[config.mk]
export PLATFORM = sky130hd
export DESIGN_NAME = vigenere_engine
export DESIGN_NICKNAME = d
export VERILOG_FILES = /design/src/rtl/cipher_pkg.sv /design/src/rtl/sync_fifo.sv /design/src/rtl/vigenere_engine.sv
export SDC_FILE = /design/constraint.sdc
export NUM_CORES = 1
export LEC_CHECK = 0
export BUFFER_PORTS_ARGS = -buffer_cell sky130_fd_sc_hd__buf_2
export CAP_MARGIN = 0
export CORE_ASPECT_RATIO = 1.5
export CORE_MARGIN = 2
export CORE_UTILIZATION = 56
export DETAILED_ROUTE_END_ITERATION = 16
export PLACE_DENSITY_LB_ADDON = 0.12
export SLEW_MARGIN = 10
export SYNTH_ARGS = -nofsm -noshare
export SYNTH_HDL_FRONTEND = slang
export SYNTH_SLANG_ARGS = --single-unit
[constraint.sdc]
create_clock -name clk -period 5.3 [get_ports clk]
set_input_delay 1.06 -clock clk [delete_from_list [all_inputs] [get_ports clk]]
set_output_delay 1.06 -clock clk [all_outputs]
set_load 0.05 [all_outputs]
[src/rtl/cipher_pkg.sv]
// Shared state encoding, ASCII constants and mod-26 letter helpers
// for the Vigenere engine.
package cipher_pkg;

   typedef enum logic [1:0] {
      ST_IDLE = 2'd0,
      ST_LOAD = 2'd1,
      ST_RUN  = 2'd2
   } state_e;

   localparam logic [7:0] CH_UA   = 8'h41;
   localparam logic [7:0] CH_UZ   = 8'h5A;
   localparam logic [7:0] CH_LA   = 8'h61;
   localparam logic [7:0] CH_LZ   = 8'h7A;
   localparam logic [5:0] ALPHA_N = 6'd26;

   function automatic logic is_upper(input logic [7:0] c);
      return (c >= CH_UA) && (c <= CH_UZ);
   endfunction

   function automatic logic is_lower(input logic [7:0] c);
      return (c >= CH_LA) && (c <= CH_LZ);
   endfunction

   // Case-insensitive alphabet position; non-letters map to 0.
   function automatic logic [4:0] letter_index(input logic [7:0] c);
      logic [7:0] d;
      if (is_upper(c)) begin
         d = c - CH_UA;
      end else if (is_lower(c)) begin
         d = c - CH_LA;
      end else begin
         d = 8'd0;
      end
      return d[4:0];
   endfunction

   // Rotate a 0..25 letter position by sh with one conditional correction.
   function automatic logic [4:0] rotate(input logic [4:0] idx, input logic [4:0] sh,
                                         input logic dec);
      logic [5:0] t;
      if (dec) begin
         t = {1'b0, idx} - {1'b0, sh};
         if (idx < sh) begin
            t = t + ALPHA_N;
         end
      end else begin
         t = {1'b0, idx} + {1'b0, sh};
         if (t >= ALPHA_N) begin
            t = t - ALPHA_N;
         end
      end
      return t[4:0];
   endfunction

endpackage

[src/rtl/sync_fifo.sv]
// Single-clock FIFO with occupancy count; output reads as zero while empty.
module sync_fifo #(
   parameter int WIDTH = 8,
   parameter int DEPTH = 4
) (
   input  logic                     clk,
   input  logic                     reset,
   input  logic                     push_i,
   input  logic [WIDTH-1:0]         data_i,
   input  logic                     pop_i,
   output logic [WIDTH-1:0]         data_o,
   output logic                     full_o,
   output logic                     empty_o,
   output logic [$clog2(DEPTH):0]   count_o
);

   localparam int AW = $clog2(DEPTH);

   logic [WIDTH-1:0] mem_q [DEPTH];
   logic [AW-1:0]    wr_ptr_q, wr_ptr_d, rd_ptr_q, rd_ptr_d;
   logic [AW:0]      count_q, count_d;
   logic             do_push_s, do_pop_s;

   assign full_o    = (count_q == (AW + 1)'(DEPTH));
   assign empty_o   = (count_q == '0);
   assign count_o   = count_q;
   assign do_push_s = push_i && !full_o;
   assign do_pop_s  = pop_i && !empty_o;
   assign data_o    = empty_o ? '0 : mem_q[rd_ptr_q];

   always_comb begin
      wr_ptr_d = wr_ptr_q;
      rd_ptr_d = rd_ptr_q;
      count_d  = count_q;
      if (do_push_s) begin
         wr_ptr_d = wr_ptr_q + AW'(1);
      end
      if (do_pop_s) begin
         rd_ptr_d = rd_ptr_q + AW'(1);
      end
      case ({do_push_s, do_pop_s})
         2'b10:   count_d = count_q + (AW + 1)'(1);
         2'b01:   count_d = count_q - (AW + 1)'(1);
         default: count_d = count_q;
      endcase
   end

   always_ff @(posedge clk or posedge reset) begin
      if (reset) begin
         wr_ptr_q <= '0;
         rd_ptr_q <= '0;
         count_q  <= '0;
      end else begin
         wr_ptr_q <= wr_ptr_d;
         rd_ptr_q <= rd_ptr_d;
         count_q  <= count_d;
      end
   end

   // Storage carries no reset: unread slots are never observed.
   always_ff @(posedge clk) begin
      if (do_push_s) begin
         mem_q[wr_ptr_q] <= data_i;
      end
   end

endmodule

[src/rtl/vigenere_engine.sv]
// Streaming Vigenere cipher: loads a key, then encrypts/decrypts letters
// into an output FIFO, passing non-letters through.
module vigenere_engine
   import cipher_pkg::*;
#(
   parameter int KEY_LEN    = 8,
   parameter int FIFO_DEPTH = 4,
   parameter int CHAR_W     = 8
) (
   input  logic                       clk,
   input  logic                       reset,
   input  logic                       load_key,
   input  logic                       key_done,
   input  logic                       decrypt,
   input  logic                       in_valid,
   input  logic [CHAR_W-1:0]          in_char,
   output logic                       in_ready,
   output logic                       out_valid,
   output logic [CHAR_W-1:0]          out_char,
   input  logic                       out_ready,
   output logic [1:0]                 state,
   output logic [$clog2(KEY_LEN)-1:0] key_idx
);

   localparam int KW = $clog2(KEY_LEN);
   localparam int CW = KW + 1;
   localparam int FW = $clog2(FIFO_DEPTH) + 1;

   state_e            state_q, state_d;
   logic [CHAR_W-1:0] key_q [KEY_LEN];
   logic [CW-1:0]     key_len_cnt_q, key_len_cnt_d, key_len_q, key_len_d;
   logic [KW-1:0]     key_idx_q, key_idx_d;
   logic              handshake_s, key_wr_s, key_default_s, push_s;
   logic              fifo_full_s, fifo_empty_s;
   logic [FW-1:0]     fifo_count_unused;
   logic [7:0]        in_c8_s, key_c8_s, out_c8_s;
   logic              in_hi_zero_s, key_hi_zero_s, in_letter_s;
   logic [CHAR_W-1:0] key_char_s, cipher_s;
   logic [4:0]        shift_s, new_idx_s;

   assign state       = state_q;
   assign key_idx     = key_idx_q;
   assign out_valid   = !fifo_empty_s;
   assign handshake_s = in_valid && in_ready;
   assign push_s      = (state_q == ST_RUN) && handshake_s;
   assign key_wr_s    = (state_q == ST_LOAD) && handshake_s && !load_key &&
                        (key_len_cnt_q < CW'(KEY_LEN));

   // Characters above 8 bits wide are never letters.
   assign key_char_s    = key_q[key_idx_q];
   assign in_c8_s       = in_char[7:0];
   assign key_c8_s      = key_char_s[7:0];
   assign in_hi_zero_s  = ((in_char >> 8) == '0);
   assign key_hi_zero_s = ((key_char_s >> 8) == '0);
   assign in_letter_s   = in_hi_zero_s && (is_upper(in_c8_s) || is_lower(in_c8_s));
   assign shift_s       = key_hi_zero_s ? letter_index(key_c8_s) : 5'd0;
   assign new_idx_s     = rotate(letter_index(in_c8_s), shift_s, decrypt);
   assign out_c8_s      = (is_upper(in_c8_s) ? CH_UA : CH_LA) + {3'b000, new_idx_s};
   assign cipher_s      = in_letter_s ? CHAR_W'(out_c8_s) : in_char;

   always_comb begin
      state_d  = state_q;
      in_ready = 1'b0;
      case (state_q)
         ST_IDLE: begin
            if (load_key) begin
               state_d = ST_LOAD;
            end
         end
         ST_LOAD: begin
            in_ready = 1'b1;
            if (load_key) begin
               state_d = ST_LOAD;
            end else if (key_done) begin
               state_d = ST_RUN;
            end
         end
         ST_RUN: begin
            in_ready = !fifo_full_s;
            if (load_key) begin
               state_d = ST_LOAD;
            end
         end
         default: state_d = ST_IDLE;
      endcase
   end

   always_comb begin
      key_len_cnt_d = key_len_cnt_q;
      key_len_d     = key_len_q;
      key_idx_d     = key_idx_q;
      key_default_s = 1'b0;
      if (load_key) begin
         key_len_cnt_d = '0;
         key_idx_d     = '0;
      end else if (state_q == ST_LOAD) begin
         if (key_wr_s) begin
            key_len_cnt_d = key_len_cnt_q + CW'(1);
         end
         if (key_done) begin
            key_default_s = (key_len_cnt_d == '0);
            key_len_d     = key_default_s ? CW'(1) : key_len_cnt_d;
         end
      end else if (push_s && in_letter_s) begin
         if (CW'(key_idx_q) == key_len_q - CW'(1)) begin
            key_idx_d = '0;
         end else begin
            key_idx_d = key_idx_q + KW'(1);
         end
      end
   end

   always_ff @(posedge clk or posedge reset) begin
      if (reset) begin
         state_q       <= ST_IDLE;
         key_len_cnt_q <= '0;
         key_len_q     <= CW'(1);
         key_idx_q     <= '0;
      end else begin
         state_q       <= state_d;
         key_len_cnt_q <= key_len_cnt_d;
         key_len_q     <= key_len_d;
         key_idx_q     <= key_idx_d;
      end
   end

   // An empty key entry behaves as the single key letter 'A'.
   always_ff @(posedge clk or posedge reset) begin
      if (reset) begin
         for (int i = 0; i < KEY_LEN; i++) begin
            key_q[i] <= CHAR_W'(CH_UA);
         end
      end else if (key_wr_s) begin
         key_q[key_len_cnt_q[KW-1:0]] <= in_char;
      end else if (key_default_s) begin
         key_q[0] <= CHAR_W'(CH_UA);
      end
   end

   sync_fifo #(
      .WIDTH (CHAR_W),
      .DEPTH (FIFO_DEPTH)
   ) u_fifo (
      .clk     (clk),
      .reset   (reset),
      .push_i  (push_s),
      .data_i  (cipher_s),
      .pop_i   (out_ready),
      .data_o  (out_char),
      .full_o  (fifo_full_s),
      .empty_o (fifo_empty_s),
      .count_o (fifo_count_unused)
   );

endmodule

==> impl_metrics.env, run 1 <==
export IMPL_status="completed"
export IMPL_die_w_microns=93.0
export IMPL_ys_types=75
export IMPL_slew_viol_final=0
export IMPL_drc=0
export IMPL_tightest_slew_ps=924
export IMPL_hp_start="key_q[16]$_DFFE_PP1P_"
export IMPL_ys_dominant_reg_cell="dfrtp_1"
export IMPL_regToRegStartpoint="key_idx[1]$_DFFE_PP0P_"
export IMPL_async_flop_share_pct=72.4
export IMPL_finalNetCount=672
export IMPL_grt_pass1_vias=4893
export IMPL_end_kind="flop"
export IMPL_cts_sinks=116
export IMPL_path_clk_slew_ps=50
export IMPL_synth_nets=627
export IMPL_relSlewSlack_pct=38.0
export IMPL_place_hpwl_mm=11.3
export IMPL_core_sq_um=11500
export IMPL_port_buffers=29
export IMPL_yosys_register_bits=116
export IMPL_h_tree_depth=4
export IMPL_r2r_worst_path_cells=19
export IMPL_holdWs_ps=484
export IMPL_seq_area_frac_synth_pct=46.3
export IMPL_vias_per_cell=6.07
export IMPL_hold_end="key_q[16]$_DFFE_PP1P_"
export IMPL_path_max_fanout=7
export IMPL_reg2reg_slack_ps=230
export IMPL_antenna_found_initial=0
export IMPL_dieArea_sq_um=12800
export IMPL_most_common_layout_cells="dfrtp_1 (65), mux2_2 (50), nand2_1 (50)"
export IMPL_maxCapViolations=0
export IMPL_cts_hold_buf=0
export IMPL_finalSetupViolCount=0
export IMPL_synth_edf_count=32
export IMPL_grt_max_degree=48
export IMPL_skew_ps=6.06
export IMPL_start_kind="flop"
export IMPL_firstDrtPassIters=6
export IMPL_area_growth_pct=16.6
export IMPL_die_h_microns=138
export IMPL_p_leak_nw=3.36
export IMPL_min_path_type="flop to flop"
export IMPL_clock_path_buffers=2
export IMPL_drt_iter0_markers=261
export IMPL_final_common_cell="dfrtp_1"
export IMPL_root_buffer="clkbuf_16"
export IMPL_clk_latency_ps=410
export IMPL_crit_type="flop to flop"
export IMPL_grt_pass1_wl_mm=25.3
export IMPL_rows=48
export IMPL_place_gp_congestion=0.898
export IMPL_powerDensity_nw_per_um2=533
export IMPL_fin_crit_ps=5070
export IMPL_irDropWorstVdd_uv=343
export IMPL_worstPathArrival_ps=5210
export IMPL_ioPinCount=30
export IMPL_routed_wl_mm=15.7
export IMPL_grt_ovfl_total=0
export IMPL_postRouteAntennaNets=0
export IMPL_r2r_end="u_fifo.mem_q[1][2]$_DFFE_PP_"
export IMPL_min_path_cells=2
export IMPL_yosysWarnings=0
export IMPL_max_freq_mhz=197
export IMPL_finalWorstSetupSlack_ps=230
export IMPL_avgSynthCellArea_sq_um=11.5
export IMPL_via_count=4769
export IMPL_dp_slack_ps=37.3
export IMPL_cts_buffers=17
export IMPL_cp_required_ps=5440
export IMPL_post_route_period_util_pct=95.7
export IMPL_diodes=0
export IMPL_drive_above_1_share_pct=33.8
export IMPL_initial_utilization_pct=57.7
export IMPL_synth_cells=578
export IMPL_hold_violations=0
export IMPL_cts_tree="built"
export IMPL_syn_cell_area_sq_um=6660
export IMPL_grt_total_usage_pct=26.1
export IMPL_drt_wirelength_per_cell_microns=20.0
-- cell usage after synthesis (4+ instances only) --
master / n / area share, %
dfrtp_1: 67 / 25
mux2_2: 50 / 8.5
nand2_1: 50 / 2.8
inv_1: 38 / 2.1
edfxtp_1: 32 / 14
ha_1: 31 / 5.8
o21ai_0: 30 / 2.3
nor2_1: 23 / 1.3
mux4_2: 21 / 7.1
a21oi_1: 19 / 1.4
clkbuf_1: 19 / 1.1
dfstp_2: 17 / 6.7
and2_1: 15 / 1.4
xnor2_1: 11 / 1.4
nand3_1: 10 / 0.75
a211oi_1: 8 / 0.90
xor2_1: 8 / 1.1
nand4_1: 7 / 0.66
a21o_1: 6 / 0.68
a31oi_1: 6 / 0.56
buf_2: 6 / 0.45
nor2b_1: 6 / 0.56
nor3_1: 6 / 0.45
mux2i_1: 5 / 0.75
o31a_1: 5 / 0.66
nor4_1: 4 / 0.38
o31ai_1: 4 / 0.45
-- critical path: stages (launching register included) --
cell and delay [ps]:
dfrtp_2 450, buf_4 150, mux4_2 510, mux2i_2 230
ha_2 240, nand3_2 110, o31ai_4 240, a21oi_2 80
and2_1 190, ha_1 250, fa_2 570, inv_1 90
a222oi_1 220, buf_4 170, o211a_1 180, o21ai_0 100
a31o_2 270, ha_1 230, nor4_1 380, o31ai_2 140
-- cell families (layout without fill, tap and decap cells) --
family / Yosys count / after routing / synth area share, %
xor+xnor: 19 / 19 / 2.50
fa+ha+maj: 34 / 34 / 6.73
mux: 76 / 76 / 16.3
simple gates: 146 / 146 / 11.6
compound gates: 120 / 120 / 12.6
flops: 116 / 116 / 46.3
buf+inv: 67 / 125 / 4.00
-- worst max-delay path by stage --
stage	from	endpoint	slack [ps]
finish	key_idx[1]$_DFFE_PP0P_	u_fifo.mem_q[1][2]$_DFFE_PP_	230
CTS	key_idx[1]$_DFFE_PP0P_	u_fifo.mem_q[0][2]$_DFFE_PP_	120
floorplan	key_idx[1]$_DFFE_PP0P_	u_fifo.mem_q[0][4]$_DFFE_PP_	50
detailed placement	in_char[1]	u_fifo.mem_q[1][2]$_DFFE_PP_	40
global route	key_idx[1]$_DFFE_PP0P_	u_fifo.mem_q[3][4]$_DFFE_PP_	-20
global placement	in_char[1]	u_fifo.mem_q[2][4]$_DFFE_PP_	220
-- layer usage --
layer | part of all wire (%) | GRT usage, % | vias up
met5 | 0 | 0 | -
met4 | 2.8 | 9.97 | 0
met3 | 3.5 | 4.76 | 38
met2 | 55 | 48.3 | 126
met1 | 39 | 29.9 | 2395
li1 | - | - | 2210
-- timing repair --
action / CTS / global route
buffers inserted: 0 / 4
endpoints found under the setup margin: 0 / 28
gates resized for setup: 0 / 15
-- power breakdown --
group,switching [mW],leakage (nW),internal [mW]
clock,0.401,0.306,0.760
sequential,0.103,1.37,1.05
combinational,1.08,1.69,0.752
-- layout make-up --
class	count	area, sq um
Fill cell	905	3770
Multi-Input combinational cell	395	3390
Sequential cell	116	3090
Clock buffer	22	495
Timing Repair Buffer	54	337
Tap cell	150	188
Inverter	39	148
Clock inverter	10	119
-- state kept, by name, summed over array words and instances, names as in the netlist --
signal and flops:
u_fifo.mem_q 32, key_len_q 4, u_fifo.wr_ptr_q 2, key_q 64, key_len_cnt_q 4, u_fifo.rd_ptr_q 2
u_fifo.count_o 3, key_idx 3, state 2
-- metrics by stage --
stage	total power, mW	std cells	cell area (sq um)	utilization, %	setup TNS [ps]
after detailed placement	2.89	750	7050	61.2	0
final	4.14	786	7760	67.3	0
after CTS	4.07	782	7670	66.5	0
after global routing	4.38	786	7760	67.3	-114
after global placement	2.84	750	7050	61.2	0
after floorplan	2.48	578	6690	-	0
(Power assumes the default switching activity.)
==> inputs of run 2 (changes only) <==
--- a/config.mk
+++ b/config.mk
@@ -5,7 +5,7 @@
 export SDC_FILE = /design/constraint.sdc
 export NUM_CORES = 1
 export LEC_CHECK = 0
-export BUFFER_PORTS_ARGS = -buffer_cell sky130_fd_sc_hd__buf_2
+export BUFFER_PORTS_ARGS = -buffer_cell sky130_fd_sc_hd__buf_4
 export CAP_MARGIN = 0
 export CORE_ASPECT_RATIO = 1.5
 export CORE_MARGIN = 2
==> run 2 against run 1 <==
  * Clock power about the same
  * Core utilization increased by 0.36 points
  * Setup slack got worse by 66 ps
==> impl_metrics.env, run 2 (same netlist as run 1, synthesis figures left out) <==
export IMPL_status="completed"
export IMPL_r2r_worst_path_cells=19
export IMPL_crit_top_cell="ha_1"
export IMPL_cts_buffers=17
export IMPL_grt_pass1_vias=4834
export IMPL_powerDensity_nw_per_um2=534
export IMPL_die_h_microns=138
export IMPL_cp_slowest_stage_delay_ps=540
export IMPL_critical_path_top_delay_family="compound AO/OA/AOI/OAI gates"
export IMPL_regToRegStartpoint="key_idx[0]$_DFFE_PP0P_"
export IMPL_largest_reg_flops=64
export IMPL_clock_path_buffers=2
export IMPL_start_kind="flop"
export IMPL_max_freq_mhz=195
export IMPL_fillers=867
export IMPL_cp_depth=19
export IMPL_finalNetCount=666
export IMPL_critical_path_endpoint="u_fifo.mem_q[0][5]$_DFFE_PP_"
export IMPL_tightest_slew_ps=1250
export IMPL_antenna_found_initial=0
export IMPL_drt_iter0_markers=283
export IMPL_root_buffer="clkbuf_16"
export IMPL_irDropWorstVdd_uv=288
export IMPL_relSlewSlack_pct=16.0
export IMPL_r2r_end="u_fifo.mem_q[0][5]$_DFFE_PP_"
export IMPL_power_mw=4.16
export IMPL_postRouteAntennaNets=0
export IMPL_dieArea_sq_um=12800
export IMPL_grt_total_usage_pct=24.4
export IMPL_path_clk_slew_ps=60
export IMPL_top_register="key_q"
export IMPL_fin_util_pct=67.7
export IMPL_cts_sinks=116
export IMPL_firstDrtPassIters=6
export IMPL_end_kind="flop"
export IMPL_path_max_fanout=5
export IMPL_place_hpwl_mm=10.4
export IMPL_drive_above_1_share_pct=33.2
export IMPL_fin_crit_ps=5140
export IMPL_core_sq_um=11500
export IMPL_slew_viol_final=0
export IMPL_grt_max_degree=45
export IMPL_crit_chain="mux4_2 > mux2_2 > inv_1 > ha_1 > a21oi_1 > o21ai_0 > o31ai_2 > a21oi_2 > and2_1 > ha_1 > inv_1 > fa_1 > xnor2_2 > ha_1 > or2_2 > o221ai_1 > o31a_1 > a31oi_1 > a211oi_2"
export IMPL_drt_wirelength_per_cell_microns=18.6
export IMPL_min_path_type="flop to flop"
export IMPL_via_count=4684
export IMPL_post_route_period_util_pct=96.9
export IMPL_slowest_stage="mux4_2"
export IMPL_cts_tree="built"
export IMPL_area_growth_pct=17.2
export IMPL_ioPinCount=30
export IMPL_initial_utilization_pct=57.7
export IMPL_cp_startpoint="key_idx[0]$_DFFE_PP0P_"
export IMPL_diodes=0
export IMPL_crit_type="flop to flop"
export IMPL_hp_start="key_q[0]$_DFFE_PP1P_"
export IMPL_grt_pass1_wl_mm=24.1
export IMPL_worstPathArrival_ps=5340
export IMPL_final_common_cell="dfrtp_1"
export IMPL_cts_hold_buf=0
export IMPL_cp_required_ps=5510
export IMPL_reg2reg_slack_ps=160
export IMPL_most_common_layout_cells="dfrtp_1 (65), mux2_2 (50), nand2_1 (50)"
export IMPL_maxCapViolations=0
export IMPL_h_tree_depth=4
export IMPL_largestRegisters="key_q (64), u_fifo.mem_q (32)"
export IMPL_grt_ovfl_total=0
export IMPL_finalSetupViolCount=0
export IMPL_hold_violations=0
export IMPL_port_buffers=29
export IMPL_rows=48
export IMPL_drc=0
export IMPL_clk_latency_ps=430
export IMPL_p_leak_nw=3.36
export IMPL_skew_ps=15.5
export IMPL_vias_per_cell=6.01
export IMPL_routed_wl_mm=14.5
export IMPL_critPathBufInv=2
export IMPL_die_w_microns=93.0
export IMPL_place_gp_congestion=0.878
run 2: changes by cell type in the layout (fill, tap and decap cells not counted), sizes merged:
cell	delta
clkinv	-2
clkbuf	-5
buf	-6
inv	+7
run 2: area by class of cell:
type	count	area (sq um)	share of cell area, %
clock buffer	17	425	5.45
sequential	116	3090	39.6
timing repair buffer	48	377	4.83
clock inverter	15	184	2.36
inverter	39	148	1.89
tap	150	188	2.41
multi-input combinational	395	3400	43.5
run 2: where the power goes:
group          switching, mW  leakage, nW  total [mW]  internal [mW]
combinational           1.06         1.70        1.85          0.788
clock                  0.457        0.301        1.17          0.713
sequential             0.101         1.37        1.15           1.05
total                   1.62         3.36        4.16           2.55
run 2: layer usage:
layer  track usage [%]  routed length, microns  vias to the layer above
li1                  -                       -                     2206
met1              29.2                    5790                     2321
met2              43.2                    7740                      126
met3              4.32                     576                       31
met4              10.5                     412                        0
met5                 0                       0                        -
run 2: worst min path at each step:
stage	to	slack, ps	cells after the start
3_5_place_dp	key_q[25]$_DFFE_PP0P_	470	2
3_3_place_gp	key_q[9]$_DFFE_PP0P_	460	2
4_1_cts	key_q[0]$_DFFE_PP1P_	480	2
5_1_grt	u_fifo.count_o[0]$_DFFE_PP0P_	500	1
2_1_floorplan	key_q[17]$_DFFE_PP0P_	440	2
6_report	key_q[0]$_DFFE_PP1P_	480	2
run 2: repair_timing:
item / 4_1_cts / 5_1_grt
resized for setup: 0 / 14
endpoints found under the setup margin: 0 / 28
buffers inserted: 0 / 3
run 2: tightest hold or removal path: stages, from the launching register on:
cell	delay [ps]
dfstp_2	370
nand2_1	40
o21ai_0	70
run 2: per-stage QoR:
step	setup TNS (ps)	setup WS [ps]	cells	cell area, sq um	hold WS [ps]
detailed placement	0	86.0	745	7100	470
global route	-1840	-126	780	7800	504
CTS	0	77.1	777	7710	482
finish	0	164	780	7800	482
floorplan	0	47.2	578	6690	445
global placement	0	236	745	7100	459
==> inputs of run 3 (changes only) <==
--- a/config.mk
+++ b/config.mk
@@ -11,8 +11,10 @@
 export CORE_MARGIN = 2
 export CORE_UTILIZATION = 56
 export DETAILED_ROUTE_END_ITERATION = 16
+export GPL_TIMING_DRIVEN = 0
 export PLACE_DENSITY_LB_ADDON = 0.12
 export SLEW_MARGIN = 10
 export SYNTH_ARGS = -nofsm -noshare
 export SYNTH_HDL_FRONTEND = slang
+export SYNTH_HIERARCHICAL = 1
 export SYNTH_SLANG_ARGS = --single-unit
==> run 3 against run 2 <==
  * Die area fell by 1.5%
  * Combinational power about the same
  * Register-to-register slack worse by 60 ps
  * Worst hold slack got worse by 1.3 ps
  * Synthesized area down 1.5%
  * Critical endpoint is now u_fifo/mem_q[1][7]$_DFFE_PP_
  * Largest power group unchanged
  * Highest routed layer unchanged
==> impl_metrics.env, run 3 <==
export IMPL_cp_required_ps=5440
export IMPL_final_area_sq_um=7800
export IMPL_crit_type="input port to flop"
export IMPL_finalSetupViolCount=0
export IMPL_final_common_cell="dfrtp_1"
export IMPL_dr_wl_met3_microns=457
export IMPL_cts_sinks=116
export IMPL_fin_util_pct=68.0
export IMPL_maxCapViolations=0
export IMPL_grt_max_degree=66
export IMPL_grt_setup_unrepaired="yes"
export IMPL_ioPinCount=30
export IMPL_synth_cells=583
export IMPL_top_register="key_q"
export IMPL_area_growth_pct=19.0
export IMPL_synthMostInstantiatedCell="dfrtp_1"
export IMPL_relSlewSlack_pct=47.0
export IMPL_instances_no_fill=805
export IMPL_core_sq_um=11500
export IMPL_via_count=4604
export IMPL_fin_crit_ps=5210
export IMPL_rows=48
export IMPL_die_h_microns=137
export IMPL_drive_above_1_share_pct=28.7
export IMPL_synth_common_cells="dfrtp_1 (67), nand2_1 (50), inv_1 (41), o21ai_0 (41), edfxtp_1 (32)"
export IMPL_slew_viol_final=0
export IMPL_start_kind="input port"
export IMPL_clk_latency_ps=410
export IMPL_cts_hold_buf=0
export IMPL_postRouteAntennaNets=0
export IMPL_initial_utilization_pct=57.1
export IMPL_synth_nets=632
export IMPL_dieArea_sq_um=12600
export IMPL_grt_pass1_wl_mm=23.0
export IMPL_p_int_mw=2.49
export IMPL_path_clk_slew_ps=60
export IMPL_antenna_found_initial=0
export IMPL_yosysTopAreaCell="dfrtp_1"
export IMPL_switchingPower_mw=1.57
export IMPL_cts_buffers=17
export IMPL_drc=0
export IMPL_largest_reg_flops=64
export IMPL_route_met2_wl_mm=7.95
export IMPL_yosys_register_bits=116
export IMPL_vias_per_cell=5.72
export IMPL_place_gp_congestion=0.853
export IMPL_path_max_fanout=10
export IMPL_avgSynthCellArea_sq_um=11.2
export IMPL_dp_cells=762
export IMPL_seq_area_frac_synth_pct=47.1
export IMPL_h_tree_depth=4
export IMPL_async_flop_share_pct=72.4
export IMPL_finalWorstSetupSlack_ps=87.6
export IMPL_status="completed"
export IMPL_pwr_share_seq_pct=27.6
export IMPL_most_common_layout_cells="dfrtp_1 (65), nand2_1 (50), buf_4 (41)"
export IMPL_postPlaceCellArea_sq_um=7030
export IMPL_tightest_slew_ps=790
export IMPL_switching_share_pct=38.6
export IMPL_ys_dominant_reg_cell="dfrtp_1"
export IMPL_yosysWarnings=6
export IMPL_power_mw=4.06
export IMPL_grt_total_usage_pct=24.1
export IMPL_irDropWorstVdd_uv=342
export IMPL_p_leak_nw=3.34
export IMPL_min_path_type="flop to flop"
export IMPL_pwr_share_clk_pct=26.8
export IMPL_synthTopCellsByArea="dfrtp_1 (26%), edfxtp_1 (15%), mux4_2 (7.2%), dfstp_2 (6.8%), ha_1 (5.9%)"
export IMPL_routed_top_layer="met4"
export IMPL_post_route_period_util_pct=98.3
export IMPL_clock_path_buffers=2
export IMPL_tns_ps=0
export IMPL_largestRegisters="key_q (64), u_fifo/mem_q (32)"
export IMPL_fillers=900
export IMPL_max_freq_mhz=192
export IMPL_grt_ovfl_total=0
export IMPL_holdWs_ps=481
export IMPL_cts_tree="built"
export IMPL_die_w_microns=92.3
export IMPL_routed_wl_mm=14.6
export IMPL_synth_top_area_share_pct=25.6
export IMPL_synth_edf_count=32
export IMPL_dp_slack_ps=-1000
export IMPL_worstPathArrival_ps=5350
export IMPL_diodes=0
export IMPL_finalNetCount=691
export IMPL_skew_ps=7.38
export IMPL_place_hpwl_mm=10.6
export IMPL_drt_iter0_markers=181
export IMPL_hold_violations=0
export IMPL_grt_pass1_vias=4639
export IMPL_end_kind="flop"
export IMPL_ys_types=72
export IMPL_power_frac_comb_pct=45.6
export IMPL_port_buffers=28
export IMPL_powerDensity_nw_per_um2=520
export IMPL_syn_cell_area_sq_um=6560
export IMPL_drt_wirelength_per_cell_microns=18.1
export IMPL_firstDrtPassIters=5
export IMPL_root_buffer="clkbuf_16"
export IMPL_wl_met1_mm=5.71
run 3: critical path: stages:
cell        delay [ps]
buf_4              180
clkinvlp_4         210
ha_1               230
o311a_1            400
nand3_1            210
a21boi_4           260
clkbuf_4           240
nor2_1              80
ha_1               270
buf_4              170
or2_2              300
and3_1             230
a211oi_1           290
mux2i_1            300
o32a_1             290
nand2b_1           240
nor4_4              90
or2_1              290
run 3: timing repair:
action                                  CTS  global route
buffers inserted                          8             3
resized for setup                        12            18
endpoints found under the setup margin   28            28
pin swaps                                 4            10
endpoints found under the hold margin     0             0
run 3: logic make-up (layout without fill, tap and decap cells):
| family | count (synthesis) | after routing | synth area share, % |
|---|---|---|---|
| AO/OA/AOI/OAI | 112 | 112 | 10.8 |
| multiplexers | 63 | 63 | 14.2 |
| XOR/XNOR | 25 | 25 | 3.34 |
| flip-flops | 116 | 116 | 47.1 |
| AND/OR/NAND/NOR | 163 | 163 | 13.3 |
| buffers and inverters | 70 | 142 | 4.39 |
| adder cells (fa/ha/maj) | 34 | 34 | 6.83 |
run 3: power by group through the flow:
stage	registers [mW]	logic, mW	clock network [mW]
5_1_grt	1.13	2.02	1.14
3_3_place_gp	1.12	1.69	0
6_report	1.12	1.85	1.09
4_1_cts	1.12	1.78	1.10
3_5_place_dp	1.13	1.74	0
2_1_floorplan	1.13	1.35	0
run 3: layer usage:
layer,vias to the layer above,GRT usage [%]
met1,2277,27.0
met2,96,44.0
met5,-,0
met4,0,11.0
met3,30,4.57
li1,2201,-
run 3: area by class of cell:
| type | count | area, sq um | share of cell area [%] |
|---|---|---|---|
| multi-input cells | 397 | 3310 | 42.4 |
| inverters | 41 | 164 | 2.10 |
| clock inverters | 15 | 148 | 1.89 |
| clock buffers | 17 | 425 | 5.45 |
| plain buffers | 29 | 155 | 1.99 |
| flip-flops and latches | 116 | 3090 | 39.6 |
| well taps | 150 | 188 | 2.41 |
| repair buffers | 40 | 324 | 4.16 |
run 3: final timing paths:
path	from	endpoint	slack (ps)	depth (start not counted)
setup / recovery	in_char[1]	u_fifo/mem_q[1][7]$_DFFE_PP_	90	18
hold / removal	key_q[21]$_DFFE_PP0P_	key_q[21]$_DFFE_PP0P_	480	2
setup reg to reg	key_idx[0]$_DFFE_PP0P_	u_fifo/mem_q[2][4]$_DFFE_PP_	100	22
hold reg to reg	key_q[21]$_DFFE_PP0P_	key_q[21]$_DFFE_PP0P_	480	2
max in group asynchronous	reset	key_q[40]$_DFFE_PP1P_	4100	3
min in group asynchronous	reset	key_idx[0]$_DFFE_PP0P_	580	2
